### config.mk
export PLATFORM = sky130hd
export DESIGN_NAME = oam_dma_arbiter_flat
export DESIGN_NICKNAME = d
export VERILOG_FILES = /design/src/rtl/gb_mem_pkg.sv /design/src/rtl/oam_dma_arbiter_if.sv /design/src/rtl/oam_dma_sequencer.sv /design/src/rtl/oam_dma_arbiter.sv /design/src/flat_wrapper.sv
export SDC_FILE = /design/constraint.sdc
export NUM_CORES = 1
export LEC_CHECK = 0
export CAP_MARGIN = 40
export CORE_MARGIN = 4
export CORE_UTILIZATION = 38
export DETAILED_ROUTE_END_ITERATION = 8
export PLACE_DENSITY_LB_ADDON = 0.2
export SYNTH_ARGS = -nofsm -noshare
export SYNTH_HDL_FRONTEND = slang
export SYNTH_SLANG_ARGS = --single-unit
### constraint.sdc
create_clock -name i_Clk -period 2.53 [get_ports i_Clk]
set_clock_uncertainty 0.05 [all_clocks]
set_input_delay 0.506 -clock i_Clk [delete_from_list [all_inputs] [get_ports i_Clk]]
set_output_delay 0.506 -clock i_Clk [all_outputs]
set_load 0.02 [all_outputs]
### src/rtl/gb_mem_pkg.sv
// Shared memory-map constants, DMA phase encoding and source-page helper
// for the CPU/OAM-DMA memory arbiter.
package gb_mem_pkg;

    localparam logic [15:0] DMA_REG_ADDR = 16'hFF46;
    localparam logic [15:0] OAM_BASE     = 16'hFE00;
    localparam int          DMA_LEN      = 160;
    localparam logic [15:0] HRAM_LO      = 16'hFF80;
    localparam logic [15:0] HRAM_HI      = 16'hFFFE;

    localparam logic [7:0]  DMA_LAST_IDX = 8'(DMA_LEN - 1);
    localparam logic [7:0]  ECHO_MAX_SRC = 8'hDF;
    localparam logic [7:0]  ECHO_OFFSET  = 8'h20;

    typedef enum logic [1:0] {
        IDLE,
        START,
        READ,
        WRITE
    } dma_state_t;

    // Pages above 0xDF fold back onto work RAM (echo region mirror).
    function automatic logic [7:0] dma_src_page(input logic [7:0] src);
        return (src <= ECHO_MAX_SRC) ? src : (src - ECHO_OFFSET);
    endfunction

endpackage

### src/rtl/oam_dma_arbiter_if.sv
// CPU, memory-port and HRAM-port signals seen by the arbiter; the slave
// modport is the arbiter itself, master is the surrounding system.
interface oam_dma_arbiter_if;

    logic [15:0] i_Cpu_Address;
    logic [7:0]  i_Cpu_Bus;
    logic        i_Cpu_Bus_Out;
    logic        i_Cpu_Bus_In;
    logic [7:0]  o_Cpu_Bus;

    logic [15:0] o_Mem_Address;
    logic [7:0]  o_Mem_Bus;
    logic        o_Mem_Write;
    logic        o_Mem_Read;
    logic [7:0]  i_Mem_Bus;

    logic [6:0]  o_Hram_Address;
    logic        o_Hram_Write;
    logic [7:0]  i_Hram_Bus;

    logic        o_Dma_Active;

    modport slave (
        input  i_Cpu_Address, i_Cpu_Bus, i_Cpu_Bus_Out, i_Cpu_Bus_In,
        input  i_Mem_Bus, i_Hram_Bus,
        output o_Cpu_Bus, o_Mem_Address, o_Mem_Bus, o_Mem_Write, o_Mem_Read,
        output o_Hram_Address, o_Hram_Write, o_Dma_Active
    );

    modport master (
        output i_Cpu_Address, i_Cpu_Bus, i_Cpu_Bus_Out, i_Cpu_Bus_In,
        output i_Mem_Bus, i_Hram_Bus,
        input  o_Cpu_Bus, o_Mem_Address, o_Mem_Bus, o_Mem_Write, o_Mem_Read,
        input  o_Hram_Address, o_Hram_Write, o_Dma_Active
    );

endinterface

### src/rtl/oam_dma_sequencer.sv
// OAM DMA engine: START tick then one READ/WRITE pair per byte (321 enabled
// ticks for a full copy); a stall holds the current phase and index.
module oam_dma_sequencer
    import gb_mem_pkg::*;
(
    input  logic        i_Clk,
    input  logic        i_Reset,
    input  logic        i_Enable,
    input  logic        trigger,
    input  logic [7:0]  src_in,
    input  logic        stall,
    input  logic [7:0]  mem_data,
    output dma_state_t  state,
    output logic [7:0]  src_q,
    output logic [15:0] dma_addr,
    output logic [7:0]  dma_data,
    output logic        dma_rd,
    output logic        dma_wr,
    output logic        active
);

    dma_state_t state_q, state_nxt;
    logic [7:0] idx_q, idx_nxt;
    logic [7:0] src_nxt;
    logic [7:0] data_q, data_nxt;

    always_ff @(posedge i_Clk or posedge i_Reset) begin
        if (i_Reset) begin
            state_q <= IDLE;
            idx_q   <= 8'h00;
            src_q   <= 8'h00;
            data_q  <= 8'h00;
            active  <= 1'b0;
        end else if (i_Enable) begin
            state_q <= state_nxt;
            idx_q   <= idx_nxt;
            src_q   <= src_nxt;
            data_q  <= data_nxt;
            active  <= (state_nxt != IDLE);
        end
    end

    // A register write restarts the copy from any phase, including the last WRITE.
    always_comb begin
        state_nxt = state_q;
        idx_nxt   = idx_q;
        src_nxt   = src_q;
        data_nxt  = data_q;
        if (trigger) begin
            state_nxt = START;
            idx_nxt   = 8'h00;
            src_nxt   = src_in;
        end else begin
            case (state_q)
                IDLE:  state_nxt = IDLE;
                START: state_nxt = READ;
                READ: begin
                    if (!stall) begin
                        data_nxt  = mem_data;
                        state_nxt = WRITE;
                    end
                end
                WRITE: begin
                    if (!stall) begin
                        if (idx_q == DMA_LAST_IDX) begin
                            state_nxt = IDLE;
                            idx_nxt   = 8'h00;
                        end else begin
                            state_nxt = READ;
                            idx_nxt   = idx_q + 8'd1;
                        end
                    end
                end
                default: state_nxt = IDLE;
            endcase
        end
    end

    assign state    = state_q;
    assign dma_data = data_q;
    assign dma_rd   = (state_q == READ);
    assign dma_wr   = (state_q == WRITE);
    assign dma_addr = (state_q == WRITE) ? (OAM_BASE | {8'h00, idx_q})
                                         : {dma_src_page(src_q), idx_q};

endmodule

### src/rtl/oam_dma_arbiter.sv
// Shares the memory port between CPU and OAM DMA; HRAM is always CPU-owned.
// DMA_BUS_LOCK_EN: DMA owns the port while copying, else CPU accesses stall DMA.
module oam_dma_arbiter
    import gb_mem_pkg::*;
(
    input  logic              i_Clk,
    input  logic              i_Reset,
    input  logic              i_Enable,
    oam_dma_arbiter_if.slave  bus
);

    logic        hit_reg;
    logic        hit_hram;
    logic        hit_other;
    logic        cpu_other_acc;
    logic        dma_phase;
    logic        dma_owns;
    logic        cpu_locked;
    logic        stall;
    logic        trigger;

    dma_state_t  state;
    logic [7:0]  src_q;
    logic [15:0] dma_addr;
    logic [7:0]  dma_data;
    logic        dma_rd;
    logic        dma_wr;
    logic        active;

    assign hit_reg       = (bus.i_Cpu_Address == DMA_REG_ADDR);
    assign hit_hram      = (bus.i_Cpu_Address >= HRAM_LO) && (bus.i_Cpu_Address <= HRAM_HI);
    assign hit_other     = !hit_reg && !hit_hram;
    assign cpu_other_acc = hit_other && (bus.i_Cpu_Bus_In || bus.i_Cpu_Bus_Out);
    assign trigger       = hit_reg && bus.i_Cpu_Bus_Out;
    assign dma_phase     = (state == READ) || (state == WRITE);

`ifdef DMA_BUS_LOCK_EN
    assign dma_owns   = dma_phase;
    assign cpu_locked = dma_phase;
    assign stall      = 1'b0;
`else
    // CPU wins the tick; the sequencer freezes so no DMA strobe is lost.
    assign dma_owns   = dma_phase && !cpu_other_acc;
    assign cpu_locked = 1'b0;
    assign stall      = cpu_other_acc;
`endif

    oam_dma_sequencer u_seq (
        .i_Clk    (i_Clk),
        .i_Reset  (i_Reset),
        .i_Enable (i_Enable),
        .trigger  (trigger),
        .src_in   (bus.i_Cpu_Bus),
        .stall    (stall),
        .mem_data (bus.i_Mem_Bus),
        .state    (state),
        .src_q    (src_q),
        .dma_addr (dma_addr),
        .dma_data (dma_data),
        .dma_rd   (dma_rd),
        .dma_wr   (dma_wr),
        .active   (active)
    );

    always_comb begin
        bus.o_Mem_Address = bus.i_Cpu_Address;
        bus.o_Mem_Bus     = bus.i_Cpu_Bus;
        bus.o_Mem_Read    = hit_other && bus.i_Cpu_Bus_In  && !cpu_locked;
        bus.o_Mem_Write   = hit_other && bus.i_Cpu_Bus_Out && !cpu_locked;
        if (dma_owns) begin
            bus.o_Mem_Address = dma_addr;
            bus.o_Mem_Bus     = dma_data;
            bus.o_Mem_Read    = dma_rd;
            bus.o_Mem_Write   = dma_wr;
        end
    end

    always_comb begin
        bus.o_Cpu_Bus = 8'h00;
        if (bus.i_Cpu_Bus_In) begin
            if (hit_reg)
                bus.o_Cpu_Bus = src_q;
            else if (hit_hram)
                bus.o_Cpu_Bus = bus.i_Hram_Bus;
            else if (cpu_locked)
                bus.o_Cpu_Bus = 8'hFF;
            else
                bus.o_Cpu_Bus = bus.i_Mem_Bus;
        end
    end

    assign bus.o_Hram_Address = bus.i_Cpu_Address[6:0];
    assign bus.o_Hram_Write   = hit_hram && bus.i_Cpu_Bus_Out;
    assign bus.o_Dma_Active   = active;

endmodule

### src/flat_wrapper.sv
// flat-port wrapper written by rule: the top's interface ports become plain ports
module oam_dma_arbiter_flat import gb_mem_pkg::*;
  (i_Clk, i_Reset, i_Enable, bus_i_Cpu_Address, bus_i_Cpu_Bus, bus_i_Cpu_Bus_Out, bus_i_Cpu_Bus_In, bus_i_Mem_Bus, bus_i_Hram_Bus, bus_o_Cpu_Bus, bus_o_Mem_Address, bus_o_Mem_Bus, bus_o_Mem_Write, bus_o_Mem_Read, bus_o_Hram_Address, bus_o_Hram_Write, bus_o_Dma_Active);
  oam_dma_arbiter_if bus_i ();
  input  logic i_Clk;
  input  logic i_Reset;
  input  logic i_Enable;
  input wire logic [$bits(bus_i.i_Cpu_Address)-1:0] bus_i_Cpu_Address;
  input wire logic [$bits(bus_i.i_Cpu_Bus)-1:0] bus_i_Cpu_Bus;
  input wire logic [$bits(bus_i.i_Cpu_Bus_Out)-1:0] bus_i_Cpu_Bus_Out;
  input wire logic [$bits(bus_i.i_Cpu_Bus_In)-1:0] bus_i_Cpu_Bus_In;
  input wire logic [$bits(bus_i.i_Mem_Bus)-1:0] bus_i_Mem_Bus;
  input wire logic [$bits(bus_i.i_Hram_Bus)-1:0] bus_i_Hram_Bus;
  output wire logic [$bits(bus_i.o_Cpu_Bus)-1:0] bus_o_Cpu_Bus;
  output wire logic [$bits(bus_i.o_Mem_Address)-1:0] bus_o_Mem_Address;
  output wire logic [$bits(bus_i.o_Mem_Bus)-1:0] bus_o_Mem_Bus;
  output wire logic [$bits(bus_i.o_Mem_Write)-1:0] bus_o_Mem_Write;
  output wire logic [$bits(bus_i.o_Mem_Read)-1:0] bus_o_Mem_Read;
  output wire logic [$bits(bus_i.o_Hram_Address)-1:0] bus_o_Hram_Address;
  output wire logic [$bits(bus_i.o_Hram_Write)-1:0] bus_o_Hram_Write;
  output wire logic [$bits(bus_i.o_Dma_Active)-1:0] bus_o_Dma_Active;
  assign bus_i.i_Cpu_Address = bus_i_Cpu_Address;
  assign bus_i.i_Cpu_Bus = bus_i_Cpu_Bus;
  assign bus_i.i_Cpu_Bus_Out = bus_i_Cpu_Bus_Out;
  assign bus_i.i_Cpu_Bus_In = bus_i_Cpu_Bus_In;
  assign bus_i.i_Mem_Bus = bus_i_Mem_Bus;
  assign bus_i.i_Hram_Bus = bus_i_Hram_Bus;
  assign bus_o_Cpu_Bus = bus_i.o_Cpu_Bus;
  assign bus_o_Mem_Address = bus_i.o_Mem_Address;
  assign bus_o_Mem_Bus = bus_i.o_Mem_Bus;
  assign bus_o_Mem_Write = bus_i.o_Mem_Write;
  assign bus_o_Mem_Read = bus_i.o_Mem_Read;
  assign bus_o_Hram_Address = bus_i.o_Hram_Address;
  assign bus_o_Hram_Write = bus_i.o_Hram_Write;
  assign bus_o_Dma_Active = bus_i.o_Dma_Active;
  oam_dma_arbiter u_core (.i_Clk(i_Clk), .i_Reset(i_Reset), .i_Enable(i_Enable), .bus(bus_i));
endmodule
# Yosys cells after proc, flatten, opt, wreduce, memory -nomap -nowiden
# Cells that the tools add are included.
dict set report word_totals {
  ff_bits 27
  latchBits 0
  ramBits 0
  rom_bits 0
  inputBits 45
  wordCells 55
  memories 0
}
dict set report op_classes {
  addsub 2
  n_mul 0
  div_mod_pow 0
  order_cmp 3
  eq_ne 6
  shift 0
  muxes 18
  bitwise 2
  n_reduce_logical 19
}
# cell n
set ops {}
lappend ops {{2-to-1 mux 8 bit} 9}
lappend ops {{2-to-1 mux 16 bit} 2}
lappend ops {{equality test 16 bit (second input constant)} 1}
lappend ops {{>= comparator 16 bit (second input constant)} 1}
lappend ops {{<= comparator 16 bit (second input constant)} 1}
lappend ops {{adder 8 x 1 -> 8 bit (second input constant)} 1}
lappend ops {{equality test 8 bit (second input constant)} 1}
lappend ops {{<= comparator 8 bit (second input constant)} 1}
lappend ops {{logical AND 1 bit} 8}
lappend ops {{2-to-1 mux 2 bit} 4}
lappend ops {{case mux 2 bit (4 select lines)} 1}
lappend ops {{subtractor 8 x 6 -> 8 bit (second input constant)} 1}
lappend ops {{equality test 2 bit (second input constant)} 2}
lappend ops {{AND reduction 4 bit} 1}
lappend ops {{nonzero test 2 bit} 2}
lappend ops {{logical NOT 1 bit} 3}
lappend ops {{AND reduction 3 bit} 1}
lappend ops {{equality test 2 x 1 -> 1 bit (second input constant)} 1}
lappend ops {{logical NOT 2 bit} 1}
lappend ops {{logical OR 1 bit} 2}
lappend ops {{2-to-1 mux 1 bit} 2}
lappend ops {{inequality test 2 bit (second input constant)} 1}
lappend ops {{NOT 1 bit} 2}
lappend ops {{AND reduction 2 bit} 1}

# Logic depth before layout (Yosys ltp)
# Gate-level depths: netlist (run 1).
dict set report depth {
  ltp_word 9
  depth_mapped 7
  ltp_nobuf 6
}

# Hierarchy
# Synthesis (run 1) repeated with hierarchy kept, for this count alone.
dict set report hier_totals {
  cells_unflattened 210
  area_unflattened_um2 2137.0
}
# module instances cells_each area_per_inst_um2
set by_module_without_submodules {}
lappend by_module_without_submodules {oam_dma_sequencer 1 118 1327.5}
lappend by_module_without_submodules {oam_dma_arbiter 1 92 809.5}

# Worst setup path after synthesis (run 1)
# OpenSTA, ideal clock, no wires.
dict set report synth_path {
  path_type {input to output}
  start {in bus_i_Cpu_Address[4]}
  end {out bus_o_Mem_Address[5]}
  arrival_time_ps 2170
  required_time_ps 1974
  slack_ps -196
  cell_stages 5
  n_path_buf 1
  path_cell_list {or4_4 -> o22ai_2 -> o211ai_1 -> clkbuf_1 -> o21ai_0}
}
dict set report synth_between {
  elab_chain_len 8
  word_cells_on_any_way 11
}
# item line_no
set synth_rtl {}
lappend synth_rtl {{from (decl)} flat_wrapper.sv:8} ;# input wire logic [$bits(bus_i.i_Cpu_Address)-1:0] bus_i_Cpu_Address;
lappend synth_rtl {{>= comparator 16 bit / <= comparator 16 bit (equally long branches)} oam_dma_arbiter.sv:31} ;# assign hit_hram = (bus.i_Cpu_Address >= HRAM_LO) && (bus.i_Cpu_Address <= HRAM_HI);
lappend synth_rtl {{logical AND 1 bit} oam_dma_arbiter.sv:31}
lappend synth_rtl {{logical NOT 1 bit} oam_dma_arbiter.sv:32} ;# assign hit_other = !hit_reg && !hit_hram;
lappend synth_rtl {{logical AND 1 bit *} oam_dma_arbiter.sv:32}
lappend synth_rtl {{logical AND 1 bit *} oam_dma_arbiter.sv:33} ;# assign cpu_other_acc = hit_other && (bus.i_Cpu_Bus_In || bus.i_Cpu_Bus_Out);
lappend synth_rtl {{logical NOT 1 bit *} oam_dma_arbiter.sv:43} ;# assign dma_owns = dma_phase && !cpu_other_acc;
lappend synth_rtl {{logical AND 1 bit *} oam_dma_arbiter.sv:43}
lappend synth_rtl {{2-to-1 mux 16 bit *} oam_dma_arbiter.sv:70} ;# if (dma_owns) begin
lappend synth_rtl {{to (decl)} flat_wrapper.sv:15} ;# output wire logic [$bits(bus_i.o_Mem_Address)-1:0] bus_o_Mem_Address;
# Mark *: on every way between the ends. The rest lies on a longest branch, timed or not.

# Worst setup path in the final report (run 1)
dict set report layout_path {
  start {in bus_i_Cpu_Address[4]}
  end {out bus_o_Mem_Bus[7]}
}
dict set report layout_between {
  elab_chain_len 8
  word_cells_on_any_way 11
}
# item line_no
set layout_rtl {}
lappend layout_rtl {{>= comparator 16 bit / <= comparator 16 bit (equally long branches)} oam_dma_arbiter.sv:31}
lappend layout_rtl {{logical AND 1 bit} oam_dma_arbiter.sv:31}
lappend layout_rtl {{logical NOT 1 bit} oam_dma_arbiter.sv:32}
lappend layout_rtl {{logical AND 1 bit *} oam_dma_arbiter.sv:32}
lappend layout_rtl {{logical AND 1 bit *} oam_dma_arbiter.sv:33}
lappend layout_rtl {{logical NOT 1 bit *} oam_dma_arbiter.sv:43}
lappend layout_rtl {{logical AND 1 bit *} oam_dma_arbiter.sv:43}
lappend layout_rtl {{2-to-1 mux 8 bit *} oam_dma_arbiter.sv:70}
lappend layout_rtl {{to (decl)} flat_wrapper.sv:16} ;# output wire logic [$bits(bus_i.o_Mem_Bus)-1:0] bus_o_Mem_Bus;
# Marks and branches as above.

==> out/metrics.yaml, run 1 <==
outcome:
  status: "complete, but fails checks"
  violations: "negative setup slack"
power:
  p_comb_share_pct: 42.8
  p_sw_share_pct: 33.7
  clockPowerShare_pct: 18.0
  p_sw_mw: 0.482
  p_per_area_nw_per_um2: 389
  total_power_mw: 1.43
  p_seq_share_pct: 39.2
  vdd_ir_drop_max_mv: 0.266
  p_leak_nw: 1.70
  power.internal_mw: 0.947
floorplan:
  die-area_um2: 6490
  ios: 88
  die_y_um: 80.5
  std_cell_rows: 26
  initial_utilization_pct: 39.1
  die_x_um: 80.5
  core_area_um2: 5110
timing:
  hold_viol: 0
  max_freq_ghz: 0.355
  finalSetupViolCount: 46
  fin_ws_ns: -0.287
  worst_pin_slew_ns: 0.377
  relSlewSlack_pct: 74.9
  finalCritPeriodShare_pct: 111
  rsz0062_at_grt: "true"
  fin_crit_ns: 2.82
  setup-tns-final_ns: -7.00
  slew_viol_final: 0
cells_and_area:
  multi_input_area_um2: 1450
  antenna_cells: 0
  synthToLayoutAreaGrowth_pct: 83.5
  seqCellArea_um2: 676
  utilization_pct: 71.8
  final.fill_count: 365
  final_nets: 397
  instances_no_fill: 419
  layout-drive-gt1-share_pct: 49.9
synth:
  synth_top_cell_by_area: "dfrtp_1"
  netlist_top_cells_area: "dfrtp_1, mux2_2, o21ai_0"
  netlist_top_cells_count: "mux2_2, dfrtp_1, o21ai_0"
  yosys.area.top_type_share_pct: 33.8
  synth_fp_nets: 268
  syn_avg_cell_area_um2: 9.05
  synth_ff_type: "dfrtp_1"
  yosysSeqAreaShare_pct: 33.8
  ys_seq_elements: 27
  ys_warn_count: 0
  yosys.cell_count.top_type: "mux2_2"
  synth_edf_count: 0
  synthCells: 221
  syn_area_um2: 2000
  yosysUniqueCellTypes: 40
  synthArstFlopShare_pct: 100
detailed_routing:
  drt-initial-drc-count: 195
  route.detailed.drc: 0
  drtPass1Iterations: 4
  ant_nets: 0
  via_count: 2363
  routedWlPerCell_um: 19.4
  drt-vias-per-instance: 5.64
  totalWireLength_um: 8130
grt:
  grt_use_total_pct: 22.6
  grt_pass1_vias: 2278
  grt_overflow_total: 0
  grt_pass1_wl_um: 11400
  antenna_found_initial: 0
  grt_max_degree: 28
critical_path:
  required_ns: 1.97
  cp.depth: 9
  crit_buf_inv: 5
  worstSetupStartpointType: "primary input"
  ff2ff_path_depth: 7
  worst_path_most_repeated_cell: "buf_6"
  critPathCaptureType: "output pin"
  crit_family: "buffers and inverters"
  critPathSlowestCell: "or4_4"
  arrival_ns: 2.26
  cpPeakStageDelay_ns: 0.55
  critPathKind: "in2out"
  crit_path_cell_trace: "buf_8, or4_4, o22ai_4, o211ai_1, buf_4, buf_6, buf_12, mux2_4, buf_6"
  path_max_fanout: 7
cts:
  cts_tree: "done"
  path_clk_slew_ns: 0.10
  numCtsBuffers: 3
  clock_sinks: 27
  holdBufCountCts: 0
  htreeDepth: 1
  cts_root_buf: "clkbuf_8"
  cts_buffer_depth: 2
  clk_latency_ns: 0.27
placement:
  place_congestion: 0.893
  port_buffers: 87
  dp.cells: 392
  place_hpwl_um: 5040
worst_hold_path:
  worstHoldPathCells: 1
  hold_path.class: "reg2reg"
run:
  maxCapViolations: 0
[metrics by stage]
step	instance area (um2)	worst slack [ns]	hold WS, ns
after floorplan	2020	-0.0374	0.425
after global placement	3140	-0.946	0.436
after detailed placement	3140	-0.974	0.440
after CTS	3430	-0.248	0.468
after global routing	3670	-0.319	0.495
final	3670	-0.287	0.473
[path summary, 6_finish.rpt]
kind | slack [ns] | endpoint | startpoint
max | -0.29 | bus_o_Mem_Bus[7] | bus_i_Cpu_Address[4]
min | 0.47 | u_core.u_seq.dma_data[4]$_DFFE_PP0P_ | u_core.u_seq.dma_data[4]$_DFFE_PP0P_
max reg2reg | 0.60 | u_core.u_seq.active$_DFFE_PP0P_ | u_core.u_seq.idx_q[0]$_DFFE_PP0P_
min reg2reg | 0.47 | u_core.u_seq.dma_data[4]$_DFFE_PP0P_ | u_core.u_seq.dma_data[4]$_DFFE_PP0P_
max in group asynchronous | 1.62 | u_core.u_seq.idx_q[0]$_DFFE_PP0P_ | i_Reset
min in group asynchronous | 0.54 | u_core.u_seq.dma_data[3]$_DFFE_PP0P_ | i_Reset
[flip-flops by register name, summed over array words and instances (netlist names)]
| name | flops |
|---|---|
| u_core.u_seq.dma_data | 8 |
| u_core.u_seq.active | 1 |
| u_core.u_seq.state | 2 |
| u_core.u_seq.idx_q | 8 |
| u_core.u_seq.src_q | 8 |
[power by group through the flow]
stage / Combinational (mW) / Sequential [mW] / Clock (mW)
finish: 0.612 / 0.560 / 0.257
global route: 0.650 / 0.567 / 0.284
CTS: 0.561 / 0.551 / 0.266
detailed placement: 0.492 / 0.558 / 0
global placement: 0.485 / 0.555 / 0
floorplan: 0.264 / 0.541 / 0
[logic make-up after synthesis]
family	Yosys count	synth area share [%]
mux	38	20.8
compound gates	64	19.3
simple gates	65	18.5
buf+inv	25	6.26
flops	27	33.8
fa+ha+maj	2	1.25
[area by class of cell]
class                      instances  share of cell area [%]
tap                               70                    2.39
timing repair buffer             143                    37.9
multi-input combinational        169                    39.5
sequential                        27                    18.4
clock inverter                     1                   0.136
clock buffer                       3                    1.13
inverter                           6                   0.614
[routing by layer]
| metal | up-vias | global-route usage (%) | wire length [um] |
|---|---|---|---|
| met2 | 95 | 38.5 | 4040 |
| met1 | 1163 | 30.2 | 3370 |
| met5 | - | 0 | 0 |
| li1 | 1084 | - | - |
| met4 | 0 | 5.07 | 222 |
| met3 | 21 | 3.03 | 489 |
[placed cells by master, fill, tap and decap left out, types with 4 or more instances in the layout]
| cell type | n |
|---|---|
| a21oi_1 | 13 |
| buf_4 | 52 |
| buf_6 | 32 |
| clkbuf_2 | 4 |
| clkdlybuf4s15_1 | 7 |
| clkdlybuf4s50_1 | 34 |
| dfrtp_1 | 27 |
| inv_1 | 6 |
| mux2_2 | 18 |
| mux2_4 | 11 |
| mux2i_1 | 8 |
| nand2_1 | 9 |
| nand2_2 | 8 |
| nand2b_1 | 5 |
| nand3_1 | 12 |
| nand4_1 | 5 |
| nor2_1 | 6 |
| o211ai_1 | 5 |
| o21ai_0 | 5 |
| o21ai_2 | 11 |
| o21ai_4 | 6 |
[timing repair]
item,4_1_cts,5_1_grt
gates cloned,2,2
setup endpoints to repair,56,48
endpoints found under the hold margin,0,0
gates resized for setup,262,64
buffers inserted,16,3
pin swaps,9,12
Note: power is estimated with default switching activity, not from simulation.
==> run 2: changes to the inputs <==
RECOVER_POWER = 50   (was default)
==> out/metrics.yaml, run 2 (synthesized netlist as in run 1, its figures left out) <==
critical_path:
  critPathSlowestCell: "or4_4"
  worstSetupStartpointType: "primary input"
  r2r-start: "u_core.u_seq.idx_q[0]$_DFFE_PP0P_"
  worst_path_most_repeated_cell: "buf_6"
  crit_family: "buffers and inverters"
  ff2ff_path_depth: 7  # unchanged
  rrSetupSlack_ns: 0.60  # about the same
  critPathKind: "in2out"
  path_max_fanout: 7  # unchanged
  required_ns: 1.97  # about the same
  critPathCaptureType: "output pin"
  cpPeakStageDelay_ns: 0.55  # about the same
  arrival_ns: 2.26  # about the same
  crit_path_cell_trace: "buf_8, or4_4, o22ai_4, o211ai_1, buf_4, buf_6, buf_12, mux2_4, buf_6"
  crit_buf_inv: 5  # unchanged
  r2r-end: "u_core.u_seq.active$_DFFE_PP0P_"
placement:
  placed_area_um2: 3140  # unchanged
  place_ws_ns: -0.974  # unchanged
  port_buffers: 87  # unchanged
  place_congestion: 0.893  # unchanged
  place_hpwl_um: 5040  # unchanged
cts:
  clk_latency_ns: 0.27  # about the same
  numCtsBuffers: 3  # unchanged
  holdBufCountCts: 0  # unchanged
  cts_root_buf: "clkbuf_8"
  cts_buffer_depth: 2  # unchanged
  cts_tree: "done"
  path_clk_slew_ns: 0.10  # about the same
  htreeDepth: 1  # unchanged
  clock_sinks: 27  # unchanged
detailed_routing:
  drt-initial-drc-count: 195  # unchanged
  wl_met2_um: 4080  # +0.79%
  wl_met1_um: 3310  # -1.8%
  route.detailed.drc: 0  # unchanged
  ant_nets: 0  # unchanged
  top_layer_used: "met4"
  wl_met3_um: 567  # +16%
  drt-vias-per-instance: 5.64  # about the same
  drtPass1Iterations: 4  # unchanged
  routedWlPerCell_um: 19.5  # +0.37%
  via_count: 2365  # +0.085%
  totalWireLength_um: 8160  # +0.37%
cells_and_area:
  utilization_pct: 71.8  # -0.074 points
  layout_common_cells: "buf_4, clkdlybuf4s50_1, buf_6"
  postLayoutCellArea_um2: 3660  # -0.10%
  synthToLayoutAreaGrowth_pct: 83.3
  layout_commonest_cell: "buf_4"
  final_nets: 397  # unchanged
  layout-drive-gt1-share_pct: 49.6  # -0.29 points
  antenna_cells: 0  # unchanged
timing:
  max_freq_ghz: 0.355  # about the same
  hold_viol: 0  # unchanged
  slew_viol_final: 28  # +28
  worst_pin_slew_ns: 1.59  # +1.21 ns
  hold_slack_ns: 0.473  # -0.000212 ns
  finalCritPeriodShare_pct: 111  # about the same
  fin_ws_ns: -0.288  # -0.00170 ns
  rsz0062_at_grt: "true"
  fin_crit_ns: 2.82  # +0.00170 ns
  finalSetupViolCount: 46  # unchanged
  relSlewSlack_pct: -6.06  # -81 points
power:
  p_leak_nw: 1.69  # -0.20%
  p_sw_share_pct: 33.7  # about the same
  p_per_area_nw_per_um2: 390  # about the same
  p_seq_share_pct: 39.3  # about the same
  clockPowerShare_pct: 17.9  # about the same
  p_comb_share_pct: 42.8  # about the same
  power.internal_mw: 0.946  # -0.11%
  total_power_mw: 1.43  # about the same
  p_sw_mw: 0.481  # about the same
  vdd_ir_drop_max_mv: 0.265  # about the same
grt:
  grt_use_total_pct: 22.6  # unchanged
  grt_overflow_total: 0  # unchanged
  antenna_found_initial: 0  # unchanged
  grt_pass1_wl_um: 11400  # unchanged
  grt_pass1_vias: 2278  # unchanged
  grt_max_degree: 28  # unchanged
worst_hold_path:
  hold_end: "u_core.u_seq.dma_data[4]$_DFFE_PP0P_"
  worstHoldPathCells: 1  # unchanged
  hold_path.class: "reg2reg"
  min-delay-start: "u_core.u_seq.dma_data[4]$_DFFE_PP0P_"
run:
  maxCapViolations: 1  # +1
floorplan:
  die_y_um: 80.5  # unchanged
  core_area_um2: 5110  # unchanged
  initial_utilization_pct: 39.1  # unchanged
  die_x_um: 80.5  # unchanged
  std_cell_rows: 26  # unchanged
  ios: 88  # unchanged
  die-area_um2: 6490  # unchanged
outcome:
  status: "complete, but fails checks"
  violations: "max-capacitance violations, max-slew violations, negative setup slack"
[run 2: repair_timing]
| action | in CTS | in global routing |
|---|---|---|
| setup buffers | 16 | 3 |
| setup endpoints to repair | 56 | 48 |
| pin swaps | 9 | 12 |
| gates resized for setup | 262 | 64 |
| gates cloned | 2 | 2 |
[run 2: how the worst max path moves through the flow]
stage                         start              endpoint  slack, ns  cells past startpoint
5_1_grt        bus_i_Cpu_Address[4]  bus_o_Mem_Address[2]      -0.32                      8
3_3_place_gp   bus_i_Cpu_Address[4]      bus_o_Mem_Bus[0]      -0.95                      7
3_5_place_dp   bus_i_Cpu_Address[4]  bus_o_Mem_Address[4]      -0.97                      7
6_report       bus_i_Cpu_Address[4]      bus_o_Mem_Bus[7]      -0.29                      9
2_1_floorplan  bus_i_Cpu_Address[4]  bus_o_Mem_Address[5]      -0.04                      5
4_1_cts        bus_i_Cpu_Address[5]      bus_o_Mem_Bus[7]      -0.25                      8
[run 2: through the flow]
stage	instances	TNS, ns
6_report	419	-7.09
2_1_floorplan	221	-0.268
3_5_place_dp	392	-40.89
4_1_cts	414	-4.16
5_1_grt	419	-9.81
3_3_place_gp	392	-39.78
[run 2: layout make-up]
cell class / count / area, um2
clock buffer: 3 / 41.3
clock inverter: 1 / 5.00
fill: 365 / 1440
inverter: 6 / 22.5
multi-input combinational: 169 / 1450
sequential: 27 / 676
tap: 70 / 87.6
timing repair buffer: 143 / 1390
[run 2: power by group through the flow]
stage	registers (mW)	clock network (mW)	logic, mW
after global placement	0.555	0	0.485
after global routing	0.567	0.284	0.649
after CTS	0.551	0.266	0.561
after detailed placement	0.558	0	0.492
final	0.561	0.256	0.611
after floorplan	0.541	0	0.264
[run 2: layer usage]
metal / vias to the layer above / track usage, %
met4: 0 / 5.07
met1: 1169 / 30.2
li1: 1081 / -
met5: - / 0
met2: 98 / 38.5
met3: 17 / 3.03
